$ cat src/rtl/imem_loader_pkg.sv
// Shared definitions for the instruction-memory load controller.
//   e_imem_state : controller states
//   NOP_INSN     : RV32 "addi x0,x0,0", returned on faulting fetches and
//                  also used by decode as the canonical bubble.
package imem_loader_pkg;

  typedef enum logic [2:0] {
    IDLE,
    REQ,
    WAIT,
    DRAIN,
    RESP
  } e_imem_state;

  localparam logic [31:0] NOP_INSN = 32'h0000_0013;

endpackage

$ cat src/rtl/imem_loader.sv
// Instruction-memory load controller between the fetch unit and a
// req/gnt/rvalid memory bus. One word fetch outstanding at a time; the
// response comes back as a one-cycle rdy pulse with a registered insn/fault.
// Branch redirects (flush_i) drop in-flight data; misaligned or timed-out
// fetches return NOP_INSN with fault set.
//
// Ports:
//   clk, rst_n          clock, async active-low reset
//   imem_load_en_i      fetch request strobe
//   imem_load_addr_i    byte address of the fetch
//   imem_load_busy_o    cannot accept a new request (state decode only)
//   imem_load_rdy_o     one-cycle response pulse
//   imem_load_insn_o    instruction word, valid with rdy
//   imem_load_fault_o   response is a fault (misaligned / timeout)
//   flush_i             branch redirect, discard outstanding response
//   mem_req_o/addr_o    bus request and word-aligned address
//   mem_gnt_i           bus grant
//   mem_rvalid_i/rdata_i bus read data
module imem_loader #(
  parameter int unsigned ADDRESS_WIDTH  = 64,
  parameter int unsigned TIMEOUT_CYCLES = 256,
  parameter logic [31:0] NOP_INSN       = imem_loader_pkg::NOP_INSN
) (
  input  logic                     clk,
  input  logic                     rst_n,
  input  logic                     imem_load_en_i,
  input  logic [ADDRESS_WIDTH-1:0] imem_load_addr_i,
  output logic                     imem_load_busy_o,
  output logic                     imem_load_rdy_o,
  output logic [31:0]              imem_load_insn_o,
  output logic                     imem_load_fault_o,
  input  logic                     flush_i,
  output logic                     mem_req_o,
  output logic [ADDRESS_WIDTH-1:0] mem_addr_o,
  input  logic                     mem_gnt_i,
  input  logic                     mem_rvalid_i,
  input  logic [31:0]              mem_rdata_i
);
  import imem_loader_pkg::e_imem_state;
  import imem_loader_pkg::IDLE;
  import imem_loader_pkg::REQ;
  import imem_loader_pkg::WAIT;
  import imem_loader_pkg::DRAIN;
  import imem_loader_pkg::RESP;

  localparam int unsigned CW = (TIMEOUT_CYCLES > 1) ? $clog2(TIMEOUT_CYCLES) : 1;
  localparam logic [CW-1:0] CNT_LAST = CW'(TIMEOUT_CYCLES - 1);

  e_imem_state              state_q, state_d;
  logic [ADDRESS_WIDTH-1:0] addr_q, addr_d;
  logic [31:0]              insn_q, insn_d;
  logic                     fault_q, fault_d;
  logic [CW-1:0]            cnt_q, cnt_d;
  logic                     drop_q, drop_d;   // flush seen while waiting for gnt

  always_comb begin
    state_d = state_q;
    addr_d  = addr_q;
    insn_d  = insn_q;
    fault_d = fault_q;
    cnt_d   = cnt_q;
    drop_d  = drop_q;
    case (state_q)
      IDLE: begin
        // a request alongside a flush carries a stale PC
        if (imem_load_en_i && !flush_i) begin
          addr_d = {imem_load_addr_i[ADDRESS_WIDTH-1:2], 2'b00};
          drop_d = 1'b0;
          if (imem_load_addr_i[1:0] != 2'b00) begin
            state_d = RESP;
            insn_d  = NOP_INSN;
            fault_d = 1'b1;
          end else begin
            state_d = REQ;
          end
        end
      end
      REQ: begin
        if (mem_gnt_i) begin
          cnt_d = '0;
          if (drop_q || flush_i) begin
            // a zero-latency rvalid closes the dropped transaction at once
            state_d = mem_rvalid_i ? IDLE : DRAIN;
          end else if (mem_rvalid_i) begin
            state_d = RESP;
            insn_d  = mem_rdata_i;
            fault_d = 1'b0;
          end else begin
            state_d = WAIT;
          end
        end else if (flush_i) begin
          drop_d = 1'b1;
        end
      end
      WAIT: begin
        if (flush_i) begin
          state_d = mem_rvalid_i ? IDLE : DRAIN;
          cnt_d   = '0;
        end else if (mem_rvalid_i) begin
          state_d = RESP;
          insn_d  = mem_rdata_i;
          fault_d = 1'b0;
        end else if (cnt_q == CNT_LAST) begin
          state_d = RESP;
          insn_d  = NOP_INSN;
          fault_d = 1'b1;
        end else begin
          cnt_d = cnt_q + CW'(1);
        end
      end
      DRAIN: begin
        if (mem_rvalid_i || cnt_q == CNT_LAST) state_d = IDLE;
        else                                   cnt_d   = cnt_q + CW'(1);
      end
      RESP:    state_d = IDLE;
      default: state_d = IDLE;
    endcase
  end

  always_ff @(posedge clk or negedge rst_n) begin
    if (!rst_n) begin
      state_q <= IDLE;
      addr_q  <= '0;
      insn_q  <= NOP_INSN;
      fault_q <= 1'b0;
      cnt_q   <= '0;
      drop_q  <= 1'b0;
    end else begin
      state_q <= state_d;
      addr_q  <= addr_d;
      insn_q  <= insn_d;
      fault_q <= fault_d;
      cnt_q   <= cnt_d;
      drop_q  <= drop_d;
    end
  end

  // busy covers RESP too so the fetch unit advances its PC first
  assign imem_load_busy_o  = (state_q != IDLE);
  assign imem_load_rdy_o   = (state_q == RESP) && !flush_i;
  assign imem_load_insn_o  = insn_q;
  assign imem_load_fault_o = fault_q;
  assign mem_req_o         = (state_q == REQ);
  assign mem_addr_o        = addr_q;

endmodule

$ cat config.mk
export PLATFORM = sky130hd
export DESIGN_NAME = imem_loader
export DESIGN_NICKNAME = d
export VERILOG_FILES = /design/src/rtl/imem_loader_pkg.sv /design/src/rtl/imem_loader.sv
export SDC_FILE = /design/constraint.sdc
export NUM_CORES = 1
export LEC_CHECK = 0
export ABC_CLOCK_PERIOD_IN_PS = 3600
export CELL_PAD_IN_SITES_DETAIL_PLACEMENT = 0
export CELL_PAD_IN_SITES_GLOBAL_PLACEMENT = 1
export CORE_MARGIN = 2
export CORE_UTILIZATION = 30
export CTS_CLUSTER_SIZE = 28
export DETAILED_ROUTE_END_ITERATION = 8
export PLACE_DENSITY_LB_ADDON = 0.1
export SKIP_CTS_REPAIR_TIMING = 1
export SYNTH_ARGS = -nofsm -noshare
export SYNTH_HDL_FRONTEND = slang
export SYNTH_SLANG_ARGS = --single-unit
$ cat constraint.sdc
create_clock -name clk -period 3.6 [get_ports clk]
set_clock_uncertainty 0.15 [all_clocks]
set_input_delay 0.54 -clock clk [delete_from_list [all_inputs] [get_ports clk]]
set_output_delay 0.54 -clock clk [all_outputs]
set_load 0.03 [all_outputs]
=== After elaboration in Yosys (flattened, before gate mapping) ===
Index checks and enable logic that the tools add are counted.

* Bits in registers: 107
* Input bits: 102

* $add $sub $neg: 1
* Equal/unequal tests: 19
* Multiplexer cells: 39
* Reduce and logical (&&, ||, !) cells: 16

{| class="wikitable"
|+ Operators by type and width
! kind !! number
|-
| $mux 32 || 8
|-
| $pmux 32 s3 || 1
|-
| $mux 8 || 5
|-
| $mux 3 || 9
|-
| $pmux 8 s3 || 1
|-
| $ne 2x2->1 const B || 8
|-
| $pmux 3 s4 || 1
|-
| $mux 1 || 11
|-
| $ne 3x3->1 const B || 3
|-
| $reduce_bool 3->1 || 3
|-
| $add 8x1->8 const B || 1
|-
| $eq 8x8->1 const B || 1
|-
| $reduce_and 4->1 || 2
|-
| $reduce_and 8->1 || 1
|-
| $eq 3x2->1 const B || 2
|-
| $reduce_and 5->1 || 1
|-
| $ne 2x1->1 const B || 2
|-
| $ne 4x4->1 const B || 1
|-
| $reduce_bool 2->1 || 2
|-
| $eq 3x1->1 const B || 1
|-
| $eq 3x3->1 const B || 1
|-
| $logic_not 3->1 || 1
|-
| $pmux 1 s3 || 1
|-
| $logic_and 1x1->1 || 2
|-
| other kinds (5) || 6
|}

=== Logic depth before layout (Yosys ltp) ===
Gate-level depths: netlist of the first run.

* Word-level depth: 5
* Gate-level depth with buffers: 6

=== Worst setup path before layout of the first run ===
OpenSTA, ideal clock, no wires.

* Kind: input port to output port
* From: in flush_i
* To: out imem_load_rdy_o
* Arrival: 1.742 ns
* Data required time: 2.910 ns
* Setup slack: 1.168 ns
* Stages on the path: 2
* Buffers on the path: 1
* Cell sequence: clkbuf_1 nor4b_1

* Cells in the longest elaborated chain, start to end: 2

{| class="wikitable"
|+ Ends and longest elaborated chain
! element !! RTL line !! text
|-
| start: declaration || imem_loader.sv:32 || <nowiki>input logic flush_i,</nowiki>
|-
| $logic_not 1->1 || imem_loader.sv:140 || <nowiki>assign imem_load_rdy_o = (state_q == RESP) && !flush_i;</nowiki>
|-
| $logic_and 1x1->1 || imem_loader.sv:140 ||
|-
| end: declaration || imem_loader.sv:29 || <nowiki>output logic imem_load_rdy_o,</nowiki>
|}

No other way between the ends.

=== Worst setup path in the final report of the first run ===
Same ends and word-level chain as after synthesis.

==> summary.txt, run 1 <==
Synth-to-Final Area Change - 54.1%
Ys async rst share - 100%
P_int - 3.83 mW
Final setup violation count - 0
Setup_tns - 0 ns
Vias - 3555
Mean Syn Cell Area - 12.4 µm²
Max Clk Rate - 351 MHz
Crit end category - output pin
Row cnt - 44
WL per Instance - 16.6 µm
Top cells by count, synth - 104 x dfrtp_1, 63 x mux2_2, 33 x inv_1
Yosys warning count - 0
Startpoint types - primary input
Largest net degree at the start of global routing - 63
Cell area after layout - 6970 µm²
Root buffer cell - clkbuf_16
Routability cong. - 0.726
CTS tree - yes
H-Tree Depth - 3
Synth top area share - 57.5%
Worst Path Required - 2.91 ns
Tmin final - 2.85 ns
Synthesized netlist cell count - 364
Worst Tran Pin Value - 0.701 ns
Clk sink count - 107
P_sw - 2.67 mW
GRT Util Overall - 15.6%
Crit Path Class - primary input to output pin
Syn Std Cell Area - 4530 µm²
Number of antenna diodes - 0
Final Hold Viols - 0
DR iter-0 viols - 190
Clk_lat worst skew - 0.36 ns
Synth area leader - dfrtp_1
Post-synth EDFFs - 0
Part of the cycle the worst path needs - 79.2%
IO buf count - 199
Max-slew violation count - 0
Rel. slew slack - 53.3%
VDD IR max - 341 µV
Most used DFF post-synth - dfrtp_1
Worst Path Max Fanout - 9
Initial Util - 30.9%
DR vias/cell - 4.77
Vias in the first global route - 3602
Die W - 127 µm
First-pass GRT wire length - 19500 µm
Core Region - 14600 µm²
CTS Buffer Depth - 2
Clock-pin transition on the worst setup and hold timing paths - 0.07 ns
Max cap viols - 0
Yosys reg bits - 107
RSZ-0062 raised after global routing - no
Post-detailed-routing wire length - 12400 µm
Drt pass-1 iters - 4
HPWL Detailed - 8690 µm
Share of cells above drive strength 1 - 16.8%
Sequential Power Share - 32.1%
# nets final - 659
P per Cell Area - 933 nW/µm²
Unique masters post-synth - 42
Cts bufs inserted - 9
Logic gate share of total power - 52.6%
Grt total ovfl - 0
WP data arrival - 2.16 ns
Switching share of power - 41.0%
Residual DRC - 0
Outcome - finished clean
Antenna violations before repair - 0
Hold Path Class - primary input to asynchronous set/reset pin
Area after DPL - 6680 µm²
Sequential share of the synthesized area - 59.2%
Pleak - 2.83 nW
# fillers - 1338
Die Span Y - 127 µm
Die ar. - 16100 µm²
Most numerous cell in the Yosys netlist - dfrtp_1
Num ports - 202
Clock power frac - 15.3%
Synth area leaders - dfrtp_1 58%, mux2_2 16%, nand4_1 4.4%
Final ANT Viol Nets - 0
final timing paths:
kind	from	to	slack, ns	cells past startpoint
worst max register to register	state_q[0]	mem_addr_o[6]	1.16	4
worst min register to register	mem_addr_o[14]	mem_addr_o[14]	0.35	1
worst max-delay path	flush_i	imem_load_rdy_o	0.75	3
worst min-delay path	rst_n	mem_addr_o[13]	0.07	1
max in group asynchronous	rst_n	imem_load_insn_o[4]	2.35	2
min in group clk	mem_addr_o[14]	mem_addr_o[14]	0.35	1
sequential cells by signal, indices dropped and copies added, names as in the netlist:
| register | count |
|---|---|
| state_q | 3 |
| imem_load_insn_o | 32 |
| cnt_q | 8 |
| mem_addr_o | 62 |
| imem_load_fault_o | 1 |
| drop_q | 1 |
power groups by stage:
stage / logic (mW) / clock network (mW) / registers (mW)
global placement: 3.44 / 0 / 2.10
detailed placement: 3.46 / 0 / 2.11
global route: 3.62 / 1.08 / 2.17
finish: 3.42 / 0.997 / 2.09
CTS: 3.47 / 1.04 / 2.09
floorplan: 0.888 / 0 / 3.16
layout make-up:
class,count,area (µm²),area share [%]
Inverter,33,124,1.78
Multi-Input combinational cell,199,1590,22.7
Tap cell,184,230,3.30
Sequential cell,107,2680,38.5
Clock buffer,12,246,3.53
Clock inverter,4,51.3,0.736
Timing Repair Buffer,206,2050,29.5
worst max-delay path, cell delays in order:
cell             delay, ns
clkdlybuf4s50_1       0.58
nor4b_1               0.31
clkdlybuf4s50_1       0.72
through the flow:
step / hold WS [ns] / util (%) / cells / setup slack (ns) / total power, mW
3_3_place_gp: 0.336 / 45.6 / 729 / 0.593 / 5.54
3_5_place_dp: 0.341 / 45.6 / 729 / 0.497 / 5.57
5_1_grt: 0.124 / 47.6 / 745 / 0.658 / 6.87
2_1_floorplan: 0.0944 / - / 365 / 1.17 / 4.05
6_report: 0.0721 / 47.6 / 745 / 0.748 / 6.50
4_1_cts: 0.106 / 47.6 / 745 / 0.748 / 6.60
cells in the final DEF, fill, tap and decap left out, types with 2 or more instances in the layout:
cell type        count
a21o_1               2
buf_4                7
nand3_1              4
conb_1               2
or4_1                2
nand2b_1             2
inv_1               33
nor3b_1              3
mux2_2              63
nand3b_1             3
nand4_1             32
clkdlybuf4s50_1    198
a21oi_1              6
o22a_1               3
and3_1               2
clkbuf_1             2
nand2_1              7
dfrtp_1            104
nor2_1               6
or3_1                2
nor4b_1              2
o211ai_1             4
o21ai_0             29
o21ai_1              3
o21a_1               3
clkbuf_16            9
dfstp_2              3
a211o_1              2
per-layer routing:
layer	part of all wire, %	global-route usage [%]
met1	43	19.7
met2	47	24.8
met3	9.3	5.82
met4	1.6	5.30
met5	0	0
logic make-up after synthesis:
kind of cell	after synthesis	synth area share, %
flip-flops	107	59.2
other	1	0.0829
multiplexers	63	15.7
buffers and inverters	59	6.55
AO/OA/AOI/OAI	62	8.71
AND/OR/NAND/NOR	71	9.46
adder cells (fa/ha/maj)	1	0.276
Power figures use the tool's default switching activity.
==> inputs of run 2 (changes only) <==
- ABC_CLOCK_PERIOD_IN_PS: 3600 -> 2400
- CORE_UTILIZATION: 30 -> 29
- clock period: 3.6 -> 2.4 ns (I/O delays scaled with it)
==> summary.txt, run 2 (synthesis results as in run 1) <==
GRT Util Overall - 15.1% (was 15.6%)
HPWL Detailed - 8940 µm (was 8690 µm)
Max cap viols - 0 (unchanged)
Outcome - finished clean (unchanged)
Commonest non-fill, non-tap cells in the layout - 196 x clkdlybuf4s50_1, 104 x dfrtp_1, 63 x mux2_2 (was 198 x clkdlybuf4s50_1, 104 x dfrtp_1, 63 x mux2_2)
Final ANT Viol Nets - 0 (unchanged)
Clock-pin transition on the worst setup and hold timing paths - 0.07 ns (about the same)
Synth-to-Final Area Change - 57.7% (was 54.1%)
Grt total ovfl - 0 (unchanged)
Register area - 2680 µm² (unchanged)
Cts bufs inserted - 9 (unchanged)
Core Region - 15200 µm² (was 14600 µm²)
Vias - 3543 (was 3555)
RR Startpoint - state_q[1] (was state_q[0])
Antenna violations before repair - 0 (unchanged)
Worst reg2reg setup slack - 0.22 ns (was 1.16 ns)
Vias in the first global route - 3610 (was 3602)
Share of cells above drive strength 1 - 17.9% (was 16.8%)
WP data arrival - 1.77 ns (was 2.16 ns)
Crit end category - output pin (unchanged)
Pleak - 2.92 nW (was 2.83 nW)
CTS tree - yes (unchanged)
# fillers - 1405 (was 1338)
Reg2reg path depth - 4 (unchanged)
Row cnt - 45 (was 44)
CTS Buffer Depth - 2 (unchanged)
DR iter-0 viols - 142 (was 190)
Min Hold Slack - 0.353 ns (was 0.0721 ns)
DR vias/cell - 4.67 (was 4.77)
H-Tree Depth - 3 (unchanged)
Hold path startpoint - mem_addr_o[52]
Worst Path Max Fanout - 3 (was 9)
Rel. slew slack - 58.0% (was 53.3%)
Part of the cycle the worst path needs - 95.1%
Final setup margin - 0.119 ns (was 0.748 ns)
Dpl ws - -0.0289 ns (was 0.497 ns)
VDD IR max - 630 µV (was 341 µV)
IO buf count - 199 (unchanged)
First-pass GRT wire length - 19300 µm (was 19500 µm)
Tmin final - 2.28 ns
Post-detailed-routing wire length - 12700 µm (was 12400 µm)
Hold depth - 1
Die ar. - 16600 µm² (was 16100 µm²)
Root buffer cell - clkbuf_16 (unchanged)
WL per Instance - 16.8 µm (was 16.6 µm)
Multi-input gate area - 1590 µm² (unchanged)
Clk sink count - 107 (unchanged)
Initial Util - 29.8% (was 30.9%)
Routability cong. - 0.783 (was 0.726)
Drt pass-1 iters - 6 (was 4)
Final setup violation count - 0 (unchanged)
Final core utilization - 46.9% (was 47.6%)
Clk_lat worst skew - 0.35 ns (was 0.36 ns)
Most common cell after layout, fill and taps aside - clkdlybuf4s50_1 (unchanged)
Final Hold Viols - 0 (unchanged)
Startpoint types - register (was primary input)
# nets final - 668 (was 659)
Max-slew violation count - 0 (unchanged)
Worst Path Required - 1.89 ns (was 2.91 ns)
Die W - 129 µm (was 127 µm)
P per Cell Area - 1410 nW/µm² (was 933 nW/µm²)
Worst R2R End - mem_addr_o[18] (was mem_addr_o[6])
Sink of the worst hold path - mem_addr_o[52]
Crit Path Class - register to output pin (was primary input to output pin)
Largest net degree at the start of global routing - 64 (was 63)
Worst Tran Pin Value - 0.630 ns (was 0.701 ns)
Num ports - 202 (unchanged)
Max reg flops - 62 (unchanged)
Setup_tns - 0 ns (unchanged)
Number of antenna diodes - 0 (unchanged)
Die Span Y - 129 µm (was 127 µm)
Residual DRC - 0 (unchanged)
RSZ-0062 raised after global routing - no (unchanged)
Max Clk Rate - 438 MHz
Hold Path Class - register to register (was primary input to asynchronous set/reset pin)
-- run 2: worst max-delay path by stage --
stage | startpoint | endpoint | slack (ns) | cells past startpoint
2_1_floorplan | state_q[2] | imem_load_rdy_o | 0.22 | 2
3_3_place_gp | mem_rvalid_i | imem_load_insn_o[1] | 0.009 | 6
3_5_place_dp | mem_rvalid_i | imem_load_insn_o[15] | -0.03 | 6
4_1_cts | state_q[1] | mem_req_o | -0.05 | 4
5_1_grt | state_q[1] | imem_load_busy_o | 0.06 | 2
6_report | state_q[1] | imem_load_busy_o | 0.12 | 2
-- run 2: routing by layer --
| layer | global-route usage (%) | vias up | share of wire [%] |
|---|---|---|---|
| met1 | 19.1 | 1694 | 44 |
| met4 | 6.01 | 0 | 2.0 |
| met3 | 4.49 | 15 | 7.6 |
| met5 | 0 | - | 0 |
| li1 | - | 1700 | - |
| met2 | 24.2 | 134 | 46 |
-- run 2: stage by stage --
stage | total power [mW] | instance area (µm²) | instances
global placement | 8.47 | 6810 | 741
floorplan | 6.07 | 4530 | 365
global route | 10.5 | 7140 | 758
finish | 10.0 | 7140 | 758
CTS | 10.2 | 7120 | 757
detailed placement | 8.54 | 6810 | 741
-- run 2: where the power goes --
group | switching [mW] | internal [mW]
Combinational | 2.96 | 2.40
Clock | 0.668 | 0.917
Sequential | 0.420 | 2.66
-- run 2: critical path, stage by stage, from the launching register on --
cell and delay [ns]:
dfrtp_1 0.37, or3_1 0.43, clkdlybuf4s50_1 0.62
-- run 2: final cells by class --
type                       count  area share, %
multi-input combinational    199           22.2
clock inverter                 4           1.05
sequential                   107           37.6
tap                          188           3.30
inverter                      33           1.74
clock buffer                  12           3.31
timing repair buffer         215           30.8
==> inputs of run 3 (changes only) <==
- GPL_TIMING_DRIVEN: default -> 0
==> summary.txt, run 3 (synthesis results as in run 1) <==
Design Power - 9.87 mW (was 10.0 mW)
First-pass GRT wire length - 19700 µm (was 19300 µm)
Clk_lat worst skew - 0.34 ns (was 0.35 ns)
Critical path buffers and inverters - 2 (was 1)
Worst Path Required - 1.89 ns (about the same)
Initial Util - 29.8% (unchanged)
Rel. slew slack - 63.1% (was 58.0%)
Final Hold Viols - 0 (unchanged)
Startpoint types - register (unchanged)
Cell Chain, Critical Path - buf_1 -> nor4b_1 -> dlymetal6s2s_1 (was or3_1 -> clkdlybuf4s50_1)
Switching share of power - 41.1% (was 40.4%)
Vias in the first global route - 3657 (was 3610)
Max reg flops - 62 (unchanged)
Hold Path Class - register to register (unchanged)
Antenna violations before repair - 0 (unchanged)
H-Tree Depth - 3 (unchanged)
Crit end category - output pin (unchanged)
Vias - 3540 (was 3543)
CTS Buffer Depth - 2 (unchanged)
Post-detailed-routing wire length - 12500 µm (was 12700 µm)
Hold path startpoint - mem_addr_o[10] (was mem_addr_o[52])
Number of antenna diodes - 0 (unchanged)
Min Hold Slack - 0.353 ns (about the same)
Die Span Y - 129 µm (unchanged)
Crit Path Class - register to output pin (unchanged)
P per Cell Area - 1390 nW/µm² (was 1410 nW/µm²)
Clock-pin transition on the worst setup and hold timing paths - 0.07 ns (about the same)
Final ANT Viol Nets - 0 (unchanged)
Max Clk Rate - 432 MHz (was 438 MHz)
Residual DRC - 0 (unchanged)
Clk sink count - 107 (unchanged)
Worst Tran Pin Value - 0.554 ns (was 0.630 ns)
Final non-filler cell total - 769 (was 758)
Cell area after layout - 7110 µm² (was 7140 µm²)
Num ports - 202 (unchanged)
Crit-path leading delay family - buffers and inverters (unchanged)
Cts bufs inserted - 9 (unchanged)
Commonest non-fill, non-tap cells in the layout - 194 x clkdlybuf4s50_1, 104 x dfrtp_1, 63 x mux2_2 (was 196 x clkdlybuf4s50_1, 104 x dfrtp_1, 63 x mux2_2)
Critical Path Source - state_q[2] (was state_q[1])
P_sw - 4.05 mW (about the same)
RR Startpoint - drop_q (was state_q[1])
IO buf count - 198 (was 199)
Critical-path top delay cell - dfrtp_1 (was clkdlybuf4s50_1)
Largest net degree at the start of global routing - 68 (was 64)
DR iter-0 viols - 217 (was 142)
Drt pass-1 iters - 4 (was 6)
Pleak - 2.96 nW (was 2.92 nW)
CTS tree - yes (unchanged)
VDD IR max - 566 µV (was 630 µV)
Outcome - finished clean (unchanged)
WL per Instance - 16.2 µm (was 16.8 µm)
Max-slew violation count - 0 (unchanged)
Tmin final - 2.31 ns (was 2.28 ns)
Die W - 129 µm (unchanged)
Root buffer cell - clkbuf_16 (unchanged)
GRT Util Overall - 15.3% (was 15.1%)
Most common cell after layout, fill and taps aside - clkdlybuf4s50_1 (unchanged)
Worst reg2reg setup slack - 0.18 ns (was 0.22 ns)
Share of cells above drive strength 1 - 18.6% (was 17.9%)
Placed cells - 752 (was 741)
CP peak stage delay - 0.42 ns (was 0.62 ns)
Worst Path Max Fanout - 10 (was 3)
Area after DPL - 6770 µm² (was 6810 µm²)
Die ar. - 16600 µm² (unchanged)
DR vias/cell - 4.60 (was 4.67)
# nets final - 679 (was 668)
Dpl ws - -0.513 ns (was -0.0289 ns)
Part of the cycle the worst path needs - 96.4% (was 95.1%)
Routability cong. - 0.761 (was 0.783)
Sequential Power Share - 31.2% (was 30.7%)
WP data arrival - 1.80 ns (was 1.77 ns)
HPWL Detailed - 9290 µm (was 8940 µm)
Row cnt - 45 (unchanged)
Logic gate share of total power - 53.4% (was 53.5%)
Core Region - 15200 µm² (unchanged)
P_int - 5.82 mW (was 5.98 mW)
Clock power frac - 15.4% (was 15.8%)
Final setup margin - 0.0856 ns (was 0.119 ns)
Grt total ovfl - 0 (unchanged)
Final setup violation count - 0 (unchanged)
Synth-to-Final Area Change - 57.2% (was 57.7%)
Max cap viols - 0 (unchanged)
run 3: changes by cell type in the layout (fill, tap and decap cells not counted), sizes merged:
| cell | delta |
|---|---|
| buf | +4 |
| bufinv | -1 |
| clkbuf | +5 |
| clkdlybuf4s50 | -2 |
| clkinv | +4 |
| clkinvlp | -1 |
| dlymetal6s2s | +2 |
run 3: worst paths after layout:
| kind | cells past startpoint | end |
|---|---|---|
| setup / recovery | 3 | imem_load_rdy_o |
| hold / removal | 1 | mem_addr_o[10] |
| setup reg to reg | 5 | imem_load_insn_o[31] |
| hold reg to reg | 1 | mem_addr_o[10] |
| max in group asynchronous | 3 | imem_load_insn_o[4] |
| min in group asynchronous | 2 | mem_addr_o[28] |
run 3: final cells by class:
| class | instances | area (µm²) |
|---|---|---|
| fill | 1394 | 8090 |
| sequential | 107 | 2680 |
| timing repair buffer | 200 | 2020 |
| multi-input combinational | 199 | 1570 |
| clock buffer | 10 | 239 |
| tap | 188 | 235 |
| buffer | 26 | 175 |
| inverter | 33 | 124 |
| clock inverter | 6 | 65.1 |
run 3: per-stage QoR:
step | util, % | setup TNS [ns]
CTS | 46.5 | -4.00
detailed placement | 44.5 | -15.44
global route | 46.8 | -0.0407
finish | 46.8 | 0
global placement | 44.4 | -384.81
floorplan | - | 0
run 3: power by group through the flow:
stage	Combinational, mW	Sequential, mW	Clock [mW]
detailed placement	5.29	3.11	0
finish	5.27	3.08	1.52
CTS	5.30	3.08	1.58
floorplan	1.33	4.74	0
global route	5.56	3.20	1.67
global placement	5.26	3.09	0
run 3: per-layer routing:
metal	track usage (%)	routed length, µm	vias up	part of all wire [%]
met5	0	0	-	0
met4	6.07	244	0	2.0
met3	4.62	904	15	7.3
met2	23.3	5490	132	44
met1	20.5	5820	1668	47
li1	-	-	1725	-
